`src/rtl/can_bit_sampler_if.sv`:
```
// can_bit_sampler_if: receive-side link between the CAN bit sampler and the frame decoder.
// Signals:
//   can_rx         raw asynchronous bus line, 1 = recessive
//   destuff_en     decoder asks for destuffing (SOF .. end of CRC)
//   sample         one-clock strobe, destuffed bit valid on can_data
//   can_data       last sampled bit, held between strobes
//   stuff_bit      one-clock pulse when a stuff bit is dropped
//   stuffing_error one-clock pulse on a sixth equal bit
//   bus_idle       11 recessive bits seen since the last dominant bit
// Modports: slave = sampler side, master = decoder/line side.
interface can_bit_sampler_if;
    logic can_rx;
    logic destuff_en;
    logic sample;
    logic can_data;
    logic stuff_bit;
    logic stuffing_error;
    logic bus_idle;
    modport master (output can_rx, destuff_en,
                    input  sample, can_data, stuff_bit, stuffing_error, bus_idle);
    modport slave  (input  can_rx, destuff_en,
                    output sample, can_data, stuff_bit, stuffing_error, bus_idle);
endinterface

```
`src/rtl/can_bit_sampler.sv`:
```
// can_bit_sampler: CAN bit timing recovery (hard sync + SJW-limited resync) and destuffer.
// Ports:
//   clk  system clock
//   rst  asynchronous active-high reset
//   bus  can_bit_sampler_if.slave (can_rx, destuff_en in; sample, can_data,
//        stuff_bit, stuffing_error, bus_idle out)
// Optional feature: define CAN_TRIPLE_SAMPLE_EN to take the raw bit as the majority of
// three tq-spaced captures ending at the sample point (needs TSEG1 >= 3).
module can_bit_sampler #(
    parameter int BRP   = 4,
    parameter int TSEG1 = 13,
    parameter int TSEG2 = 2,
    parameter int SJW   = 1
) (
    input logic clk,
    input logic rst,
    can_bit_sampler_if.slave bus
);
    typedef enum logic [1:0] {SYNC, SEG1, SEG2} seg_t;
    localparam logic [7:0] T1 = 8'(TSEG1);
    localparam logic [7:0] T2 = 8'(TSEG2);
    localparam logic [7:0] SJ = 8'(SJW);
    localparam logic [7:0] BP = 8'(BRP - 1);

    seg_t       state_q, state_d;
    logic [7:0] psc_q, psc_d, tq_q, tq_d, ext_q, ext_d, short_q, short_d;
    logic [7:0] e_elapsed, r_left, ext_new, short_new, short_eff;
    logic [2:0] run_q, run_d;
    logic [3:0] idle_q, idle_d;
    logic       sync1_q, rx_s_q, rx_prev_q;
    logic       run_val_q, run_val_d, last_q, last_d, done_q, done_d;
    logic       sample_q, sample_d, data_q, data_d, stuff_q, stuff_d, err_q, err_d;
    logic       tick, fall, idle, hard, resync, seg1_end, seg2_end, in_seg2, sp, raw;

`ifdef CAN_TRIPLE_SAMPLE_EN
    logic [1:0] cap_q, cap_d;
    // The two early captures sit at fixed tq positions so a SEG1 extension does not move them.
    always_comb begin
        cap_d = cap_q;
        if (state_q == SEG1 && tick && tq_q == T1 - 8'd3) cap_d[0] = rx_s_q;
        if (state_q == SEG1 && tick && tq_q == T1 - 8'd2) cap_d[1] = rx_s_q;
    end
    always_ff @(posedge clk or posedge rst) begin
        if (rst) cap_q <= 2'b11;
        else     cap_q <= cap_d;
    end
    assign raw = (cap_q[0] & cap_q[1]) | (cap_q[0] & rx_s_q) | (cap_q[1] & rx_s_q);
`else
    assign raw = rx_s_q;
`endif

    assign idle     = idle_q == 4'd11;
    assign fall     = rx_prev_q & ~rx_s_q;
    assign tick     = psc_q == BP;
    assign hard     = fall & idle;
    assign seg1_end = state_q == SEG1 && tick && tq_q + 8'd1 >= T1 + ext_q;
    // An edge on the sample-point clock is treated as SEG2 tq 0.
    assign in_seg2  = state_q == SEG2 || seg1_end;
    assign resync   = fall & ~idle & last_q & ~done_q & (state_q != SYNC);
    assign e_elapsed = tq_q + 8'd1;
    assign ext_new   = e_elapsed < SJ ? e_elapsed : SJ;
    assign r_left    = T2 - (state_q == SEG2 ? tq_q : 8'd0);
    assign short_new = r_left < SJ ? r_left : SJ;
    assign short_eff = resync && in_seg2 ? short_new : short_q;
    // ">=" lets a shortening equal to the remaining tq end SEG2 on the current tick.
    assign seg2_end = state_q == SEG2 && tick && tq_q + 8'd1 >= T2 - short_eff;
    assign sp       = seg1_end & ~hard;

    always_comb begin
        psc_d   = tick ? 8'd0 : psc_q + 8'd1;
        state_d = state_q;
        tq_d    = tq_q;
        ext_d   = ext_q;
        short_d = short_q;
        done_d  = done_q;
        if (resync) begin
            done_d  = 1'b1;
            ext_d   = in_seg2 ? ext_q : ext_new;
            short_d = in_seg2 ? short_new : short_q;
        end
        if (tick) begin
            tq_d = tq_q + 8'd1;
            if (state_q == SYNC || seg1_end) begin
                state_d = state_q == SYNC ? SEG1 : SEG2;
                tq_d    = 8'd0;
            end else if (seg2_end) begin
                state_d = SYNC;
                tq_d    = 8'd0;
                ext_d   = 8'd0;
                short_d = 8'd0;
                done_d  = 1'b0;
            end
        end
        if (hard) begin
            psc_d   = 8'd0;
            state_d = SYNC;
            tq_d    = 8'd0;
            ext_d   = 8'd0;
            short_d = 8'd0;
            done_d  = 1'b0;
        end
    end

    always_comb begin
        sample_d  = 1'b0;
        stuff_d   = 1'b0;
        err_d     = 1'b0;
        data_d    = data_q;
        run_d     = run_q;
        run_val_d = run_val_q;
        last_d    = last_q;
        idle_d    = hard ? 4'd0 : idle_q;
        if (sp) begin
            last_d    = raw;
            run_val_d = raw;
            if (bus.destuff_en && run_q == 3'd5) begin
                stuff_d = raw != run_val_q;
                err_d   = raw == run_val_q;
                run_d   = 3'd1;
            end else begin
                sample_d = 1'b1;
                data_d   = raw;
                run_d    = bus.destuff_en && raw == run_val_q ? run_q + 3'd1 : 3'd1;
            end
            idle_d = err_d || !raw ? 4'd0 : (idle ? idle_q : idle_q + 4'd1);
        end
    end

    always_ff @(posedge clk or posedge rst) begin
        if (rst) begin
            sync1_q   <= 1'b1;
            rx_s_q    <= 1'b1;
            rx_prev_q <= 1'b1;
            state_q   <= SYNC;
            psc_q     <= 8'd0;
            tq_q      <= 8'd0;
            ext_q     <= 8'd0;
            short_q   <= 8'd0;
            done_q    <= 1'b0;
            run_q     <= 3'd0;
            run_val_q <= 1'b1;
            last_q    <= 1'b1;
            idle_q    <= 4'd0;
            sample_q  <= 1'b0;
            data_q    <= 1'b1;
            stuff_q   <= 1'b0;
            err_q     <= 1'b0;
        end else begin
            sync1_q   <= bus.can_rx;
            rx_s_q    <= sync1_q;
            rx_prev_q <= rx_s_q;
            state_q   <= state_d;
            psc_q     <= psc_d;
            tq_q      <= tq_d;
            ext_q     <= ext_d;
            short_q   <= short_d;
            done_q    <= done_d;
            run_q     <= run_d;
            run_val_q <= run_val_d;
            last_q    <= last_d;
            idle_q    <= idle_d;
            sample_q  <= sample_d;
            data_q    <= data_d;
            stuff_q   <= stuff_d;
            err_q     <= err_d;
        end
    end

    assign bus.sample         = sample_q;
    assign bus.can_data       = data_q;
    assign bus.stuff_bit      = stuff_q;
    assign bus.stuffing_error = err_q;
    assign bus.bus_idle       = idle;
endmodule
```
`src/flat_wrapper.sv`:
```
// flat-port wrapper written by rule: the top's interface ports become plain ports
module can_bit_sampler_flat 
#(
    parameter int BRP   = 4,
    parameter int TSEG1 = 13,
    parameter int TSEG2 = 2,
    parameter int SJW   = 1
)
  (clk, rst, bus_can_rx, bus_destuff_en, bus_sample, bus_can_data, bus_stuff_bit, bus_stuffing_error, bus_bus_idle);
  can_bit_sampler_if bus_i ();
  input logic clk;
  input logic rst;
  input wire logic [$bits(bus_i.can_rx)-1:0] bus_can_rx;
  input wire logic [$bits(bus_i.destuff_en)-1:0] bus_destuff_en;
  output wire logic [$bits(bus_i.sample)-1:0] bus_sample;
  output wire logic [$bits(bus_i.can_data)-1:0] bus_can_data;
  output wire logic [$bits(bus_i.stuff_bit)-1:0] bus_stuff_bit;
  output wire logic [$bits(bus_i.stuffing_error)-1:0] bus_stuffing_error;
  output wire logic [$bits(bus_i.bus_idle)-1:0] bus_bus_idle;
  assign bus_i.can_rx = bus_can_rx;
  assign bus_i.destuff_en = bus_destuff_en;
  assign bus_sample = bus_i.sample;
  assign bus_can_data = bus_i.can_data;
  assign bus_stuff_bit = bus_i.stuff_bit;
  assign bus_stuffing_error = bus_i.stuffing_error;
  assign bus_bus_idle = bus_i.bus_idle;
  can_bit_sampler #(.BRP(BRP), .TSEG1(TSEG1), .TSEG2(TSEG2), .SJW(SJW)) u_core (.clk(clk), .rst(rst), .bus(bus_i));
endmodule
```
`config.mk`:
```
export PLATFORM = sky130hd
export DESIGN_NAME = can_bit_sampler_flat
export DESIGN_NICKNAME = d
export VERILOG_FILES = /design/src/rtl/can_bit_sampler_if.sv /design/src/rtl/can_bit_sampler.sv /design/src/flat_wrapper.sv
export SDC_FILE = /design/constraint.sdc
export NUM_CORES = 1
export LEC_CHECK = 0
export CAP_MARGIN = 15
export CORE_MARGIN = 2
export CORE_UTILIZATION = 39
export DETAILED_ROUTE_END_ITERATION = 7
export SKIP_LAST_GASP = 1
export SLEW_MARGIN = 40
export SYNTH_ARGS = -nofsm -noshare
export SYNTH_HDL_FRONTEND = slang
export SYNTH_SLANG_ARGS = --single-unit
```
`constraint.sdc`:
```
create_clock -name clk -period 7.6 [get_ports clk]
set_clock_uncertainty 0.2 [all_clocks]
set_input_delay 2.28 -clock clk [delete_from_list [all_inputs] [get_ports clk]]
set_output_delay 2.28 -clock clk [all_outputs]
set_load 0.02 [all_outputs]
```
Word level (Yosys, flattened, before mapping)

Cells that the tools add are included.

$add $sub $neg: 7
Magnitude comparators: 4
Eq/ne operators: 8
Multiplexer cells: 45
Bitwise gates (word level): 12
Reductions and logical operators: 19

Operators with widths:

| operator              | number |
|---|---|
| $mux W8               | 22 |
| $add A8 B1 Y8 const B | 2 |
| $ge A8 B8 Y1          | 2 |
| $lt A8 B1 Y1 const B  | 2 |
| $mux W4               | 4 |
| $sub A2 B8 Y8 const A | 2 |
| $mux W1               | 12 |
| $mux W2               | 5 |
| $add A4 B8 Y8 const A | 1 |
| $eq A8 B2 Y1 const B  | 1 |
| $and A1 B1 Y1         | 7 |
| $logic_and A1 B1 Y1   | 7 |
| $mux W3               | 2 |
| $reduce_and A2 Y1     | 3 |
| $reduce_bool A2 Y1    | 3 |
| $not A1 Y1            | 5 |
| $add A4 B1 Y4 const B | 1 |
| $eq A4 B4 Y1 const B  | 1 |
| $add A3 B1 Y3 const B | 1 |
| $eq A3 B3 Y1 const B  | 1 |
| $logic_or A1 B1 Y1    | 3 |
| $ne A3 B3 Y1 const B  | 1 |
| $reduce_bool A3 Y1    | 1 |
| $eq A2 B1 Y1 const B  | 1 |
| 5 further kinds       | 5 |

Bits in registers: 50
Word-level logic and storage cells: 111

Longest topological paths before layout

Depth in word-level cells: 15
Mapped depth: 20

Worst setup path after synthesis

No wires, ideal clock.

Path kind: reg-to-reg
From: reg u_core.tq_q[1]
To: reg u_core.short_q[1]
Arrival: 4105 ps
Data required time: 7324 ps
Slack: 3218 ps
Stages on the path, launching flop included: 19
Period minus slack after synthesis: 4382 ps
Path through: dfrtp_1 > ha_1 > inv_1 > nor3_1 > xor2_1 > ha_1 > o21a_1 > a21oi_1 > o31ai_4 > and2_4 > o21ai_2 > a32o_1 > ha_1 > a2111o_1 > a31oi_1 > o21ai_1 > a31o_1 > or3_1 > o21ai_1

Cells in the longest elaborated chain, start to end: 13

RTL lines:

| what                        | RTL line                                     | source |
|---|---|---|
| start, declared             | can_bit_sampler.sv:26                        | `logic [7:0] psc_q, psc_d, tq_q, tq_d, ext_q, ext_d, short_q, short_d;` |
| start signal, assigned      | can_bit_sampler.sv:154                       | `tq_q <= tq_d;` |
| $add A8 B1 Y8               | can_bit_sampler.sv:56, can_bit_sampler.sv:66 |  |
| $ge A8 B8 Y1                | can_bit_sampler.sv:56                        | `assign seg1_end = state_q == SEG1 && tick && tq_q + 8'd1 >= T1 + ext_q;` |
| $logic_and A1 B1 Y1         | can_bit_sampler.sv:56                        |  |
| $logic_or A1 B1 Y1          | can_bit_sampler.sv:58                        | `assign in_seg2 = state_q == SEG2 \|\| seg1_end;` |
| $logic_and A1 B1 Y1         | can_bit_sampler.sv:64                        | `assign short_eff = resync && in_seg2 ? short_new : short_q;` |
| $mux W8                     | can_bit_sampler.sv:64                        |  |
| $sub A2 B8 Y8               | can_bit_sampler.sv:66                        | `assign seg2_end = state_q == SEG2 && tick && tq_q + 8'd1 >= T2 - short_eff;` |
| $ge A8 B8 Y1                | can_bit_sampler.sv:66                        |  |
| $logic_and A1 B1 Y1         | can_bit_sampler.sv:66                        |  |
| $mux W8                     | can_bit_sampler.sv:86                        | `end else if (seg2_end) begin` |
| $mux W8                     | can_bit_sampler.sv:83                        | `if (state_q == SYNC \|\| seg1_end) begin` |
| $mux W8 *                   | can_bit_sampler.sv:81                        | `if (tick) begin` |
| $mux W8 *                   | can_bit_sampler.sv:94                        | `if (hard) begin` |
| named net u_core.short_d[1] | can_bit_sampler.sv:26                        |  |
| end signal, assigned        | can_bit_sampler.sv:156                       | `short_q <= short_d;` |
| end, declared               | can_bit_sampler.sv:26                        |  |

Mark *: on every way through the listed nets, which the timed path passes. The rest lies on a longest branch.
A chain may end at the register's enable or synchronous reset.

Worst setup path in the final report

From: reg u_core.tq_q[0]
To: reg u_core.short_q[1]

Same word-level chain as after synthesis.

==> metrics.txt <==
# TYPE chip_impl_metric gauge
chip_impl_info{name="outcome",value="finished, final reports clean"} 1
chip_impl_metric{name="io_pins",unit=""} 9
chip_impl_metric{name="crit_fanout",unit=""} 13
chip_impl_metric{name="area_growth",unit="%"} 8.347
chip_impl_metric{name="worst_skew_pair.late_latency",unit="ns"} 0.32
chip_impl_info{name="hp-class",value="reg -> reg"} 1
chip_impl_metric{name="p_clk_share",unit="%"} 38.4
chip_impl_info{name="ys_dominant_reg_cell",value="dfrtp_1"} 1
chip_impl_metric{name="min_period_over_period",unit="%"} 68.94
chip_impl_metric{name="fraction_of_registers_with_async_set_or_reset_after_synthesis",unit="%"} 100.0
chip_impl_metric{name="critical_path.max_stage_delay",unit="ns"} 0.61
chip_impl_metric{name="grt_pass1_wl",unit="um"} 11260
chip_impl_metric{name="fp.dieW",unit="um"} 93.85
chip_impl_metric{name="grt_antenna_before_repair",unit=""} 0
chip_impl_metric{name="core-area",unit="sq um"} 7767
chip_impl_metric{name="final_min_period",unit="ns"} 5.240
chip_impl_metric{name="detailedRoute.firstPassIterationCount",unit=""} 4
chip_impl_metric{name="vdd_drop_max",unit="uV"} 74.67
chip_impl_metric{name="fraction_of_final_layout_cells_with_drive_strength_greater_than_1",unit="%"} 11.35
chip_impl_metric{name="row_count",unit=""} 32
chip_impl_metric{name="max_cap_violations",unit=""} 0
chip_impl_metric{name="power_report.internal_total",unit="mW"} 0.3447
chip_impl_metric{name="postRouteWirelength",unit="um"} 6531
chip_impl_info{name="unrepaired_setup_endpoints_after_global_routing",value="false"} 1
chip_impl_info{name="most_frequent_cell_after_synthesis",value="dfrtp_1"} 1
chip_impl_metric{name="htreeDepth",unit=""} 2
chip_impl_metric{name="cts_post_setup_buffers_inserted",unit=""} 0
chip_impl_metric{name="postSynthNetCount",unit=""} 348
chip_impl_metric{name="final.setup.tns",unit="ns"} 0
chip_impl_metric{name="crit_required",unit="ns"} 7.65
chip_impl_metric{name="cts.repair.resized",unit=""} 0
chip_impl_info{name="path_cells",value="ha_1 > inv_1 > nor3_1 > xor2_1 > ha_1 > o21a_1 > a21oi_1 > o31ai_4 > and2_4 > o21ai_2 > a32o_1 > ha_1 > a2111o_1 > a31oi_1 > o21ai_1 > a31o_1 > or3_1 > o21ai_1"} 1
chip_impl_metric{name="hpwlAfterDp",unit="um"} 4700
chip_impl_metric{name="yosysUniqueCellTypes",unit=""} 66
chip_impl_metric{name="synthCells",unit=""} 319
chip_impl_info{name="tritoncts_clock_tree",value="done"} 1
chip_impl_info{name="critical_path.startpoint_type",value="register"} 1
chip_impl_metric{name="total_switching_power",unit="mW"} 0.1046
chip_impl_metric{name="fmax",unit="GHz"} 0.1909
chip_impl_metric{name="comb_power_share",unit="%"} 2.0
chip_impl_metric{name="leakage",unit="nW"} 1.559
chip_impl_metric{name="final.setup.worst_slack",unit="ns"} 2.360
chip_impl_metric{name="preCtsSetupSlack",unit="ns"} 2.402
chip_impl_metric{name="gp_congestion",unit=""} 0.8387
chip_impl_metric{name="power.share.switching",unit="%"} 23.28
chip_impl_metric{name="numCtsBuffers",unit=""} 5
chip_impl_metric{name="synth-edff-count",unit=""} 0
chip_impl_metric{name="cts.reportedPaths.clkPinSlew",unit="ns"} 0.10
chip_impl_metric{name="insertedDiodeCount",unit=""} 0
chip_impl_metric{name="synth_top_area_share",unit="%"} 35.77
chip_impl_metric{name="ys_seq_elements",unit=""} 50
chip_impl_info{name="synth.top_cells.by_area",value="dfrtp_1 (36%), ha_1 (9.9%), dfstp_2 (4.2%)"} 1
chip_impl_metric{name="post_drt_wl_per_cell",unit="um"} 15.26
chip_impl_metric{name="sequential_element_share_of_the_synthesized_area",unit="%"} 39.94
chip_impl_metric{name="cts_hold_buf",unit=""} 0
chip_impl_info{name="timing.critical_path.slowest_stage_cell",value="dfrtp_1"} 1
chip_impl_info{name="endpoint_kind",value="register"} 1
chip_impl_metric{name="power.density",unit="nW/um^2"} 131.7
chip_impl_metric{name="cts_buffer_depth",unit=""} 2
chip_impl_info{name="crit_top_cell",value="ha_1"} 1
chip_impl_info{name="clk_root_buffer_cell",value="clkbuf_8"} 1
chip_impl_metric{name="reg2reg_setup_slack",unit="ns"} 2.36
chip_impl_metric{name="die_height",unit="um"} 93.85
chip_impl_metric{name="finish.net_count",unit=""} 354
chip_impl_metric{name="drt_drc_violations_left",unit=""} 0
chip_impl_metric{name="drv_slew",unit=""} 0
chip_impl_metric{name="die_area",unit="sq um"} 8807
chip_impl_info{name="yosys-top-cells-count",value="dfrtp_1 (45), ha_1 (25), nand2_1 (25), nor2_1 (22), xor2_1 (15)"} 1
chip_impl_metric{name="tightestPinTransition",unit="ns"} 0.6282
chip_impl_metric{name="gr-total-overflow",unit=""} 0
chip_impl_metric{name="io_buffers",unit=""} 8
chip_impl_metric{name="total_routing_usage_gr",unit="%"} 16.02
chip_impl_metric{name="initial_core_util",unit="%"} 40.53
chip_impl_info{name="critPathKind",value="reg -> reg"} 1
chip_impl_metric{name="power.sequential.fraction",unit="%"} 59.7
chip_impl_metric{name="detail_route.vias_per_cell",unit=""} 5.486
chip_impl_metric{name="final_antenna_net_count",unit=""} 0
chip_impl_metric{name="synth_area_per_cell",unit="sq um"} 9.868
chip_impl_metric{name="maxSlewHeadroom",unit="%"} 58.12
chip_impl_metric{name="yosysWarnings",unit=""} 0
chip_impl_metric{name="via_count_of_the_first_global_routing_pass",unit=""} 2350
chip_impl_metric{name="pin_count_of_the_biggest_net_entering_global_routing",unit=""} 51
chip_impl_info{name="post-synth-top-area-cell",value="dfrtp_1"} 1
chip_impl_metric{name="setup_viol",unit=""} 0
chip_impl_metric{name="timing.critical_path.arrival",unit="ns"} 5.29
chip_impl_metric{name="hold_viol_final",unit=""} 0
chip_impl_metric{name="synth_area",unit="sq um"} 3148
chip_impl_metric{name="drt_first_iter_violations",unit=""} 120
chip_impl_metric{name="cts.sinks",unit=""} 50
chip_impl_metric{name="number_of_vias_in_the_routed_layout",unit=""} 2348
## path summary, 6_finish.rpt
kind | from | to | cells after the start
min reg2reg | u_core.sync1_q | u_core.raw | 0
min in group asynchronous | rst | u_core.psc_q[3] | 2
max in group asynchronous | rst | u_core.ext_q[4] | 2
max | u_core.tq_q[0] | u_core.short_q[1] | 18
max reg2reg | u_core.tq_q[0] | u_core.short_q[1] | 18
min | u_core.sync1_q | u_core.raw | 0
## critical path, delay by kind of cell (launching register included)
kind | cells | cell delay, ns
adders and majority gates | 3 | 0.86
buffers and inverters | 1 | 0.07
DFF | 1 | 0.61
and+or+nand+nor | 3 | 0.76
xor gates and xnor gates | 1 | 0.37
AOI/OAI and AO/OA | 10 | 2.28
## cell usage in the layout, fill, tap and decap left out, types with 3 or more instances in the layout
cell type         n
a211o_1           4
a21oi_1           9
a31oi_1           5
a32o_1            5
and2_1           10
and3_1           13
clkbuf_8          6
clkdlybuf4s50_1   8
dfrtp_1          45
dfstp_2           5
ha_1             25
inv_1            10
nand2_1          25
nand2b_1          4
nand3_1          13
nand4_1           4
nor2_1           22
nor3_1            7
o211ai_1          4
o21a_1            3
o21ai_0           7
o21ai_1          13
o31ai_1           4
xnor2_1           7
xor2_1           15
## per-layer routing
layer  part of all wire, %  wire length [um]  GRT usage (%)
met1                    49              3185          21.00
met2                    47              3056          25.71
met3                   2.6               173          4.173
met4                   1.8               116          5.314
met5                     0                 0              0
## power by group through the flow
stage                     registers [mW]  logic (mW)  clock network [mW]
after CTS                          0.268     0.00933               0.179
after global placement             0.273     0.00901                   0
final                              0.268     0.00881               0.172
after global routing               0.268      0.0104               0.189
after floorplan                    0.273     0.00536                   0
after detailed placement           0.273     0.00932                   0
## area by class of cell
class                      count  area, sq um
inverter                      13        51.30
multi-input combinational    246         1787
sequential                    50         1257
clock inverter                 2        17.52
fill                         781         4357
tap                          102        127.6
clock buffer                   6        82.58
timing repair buffer           9        87.58
## state kept, by name (all words and copies together) (netlist names), 2 cells and up
signal / flops
u_core.psc_q: 8
u_core.run_q: 3
u_core.ext_q: 8
u_core.state_q: 2
u_core.idle_q: 4
u_core.tq_q: 8
u_core.short_q: 8
## per-stage QoR
stage	instances	power, mW	area [sq um]	utilization (%)	hold slack [ns]
2_1_floorplan	319	0.2783	3148	-	0.1452
3_3_place_gp	420	0.2823	3306	42.56	0.1500
3_5_place_dp	420	0.2826	3311	42.62	0.1473
4_1_cts	428	0.4568	3411	43.91	0.1680
5_1_grt	428	0.4673	3411	43.91	0.1719
6_report	428	0.4492	3411	43.91	0.1645
## cells by family (layout without fill, tap and decap cells)
group           Yosys count  after routing  share of synthesized area (%)
flops                    50             50                          39.94
buf+inv                  23             30                          3.378
fa+ha+maj                25             25                          9.936
compound gates           72             72                          16.53
simple gates            124            124                          23.09
mux                       3              3                         0.9936
xor+xnor                 22             22                          6.121
Note: power is estimated with default switching activity, not from simulation.
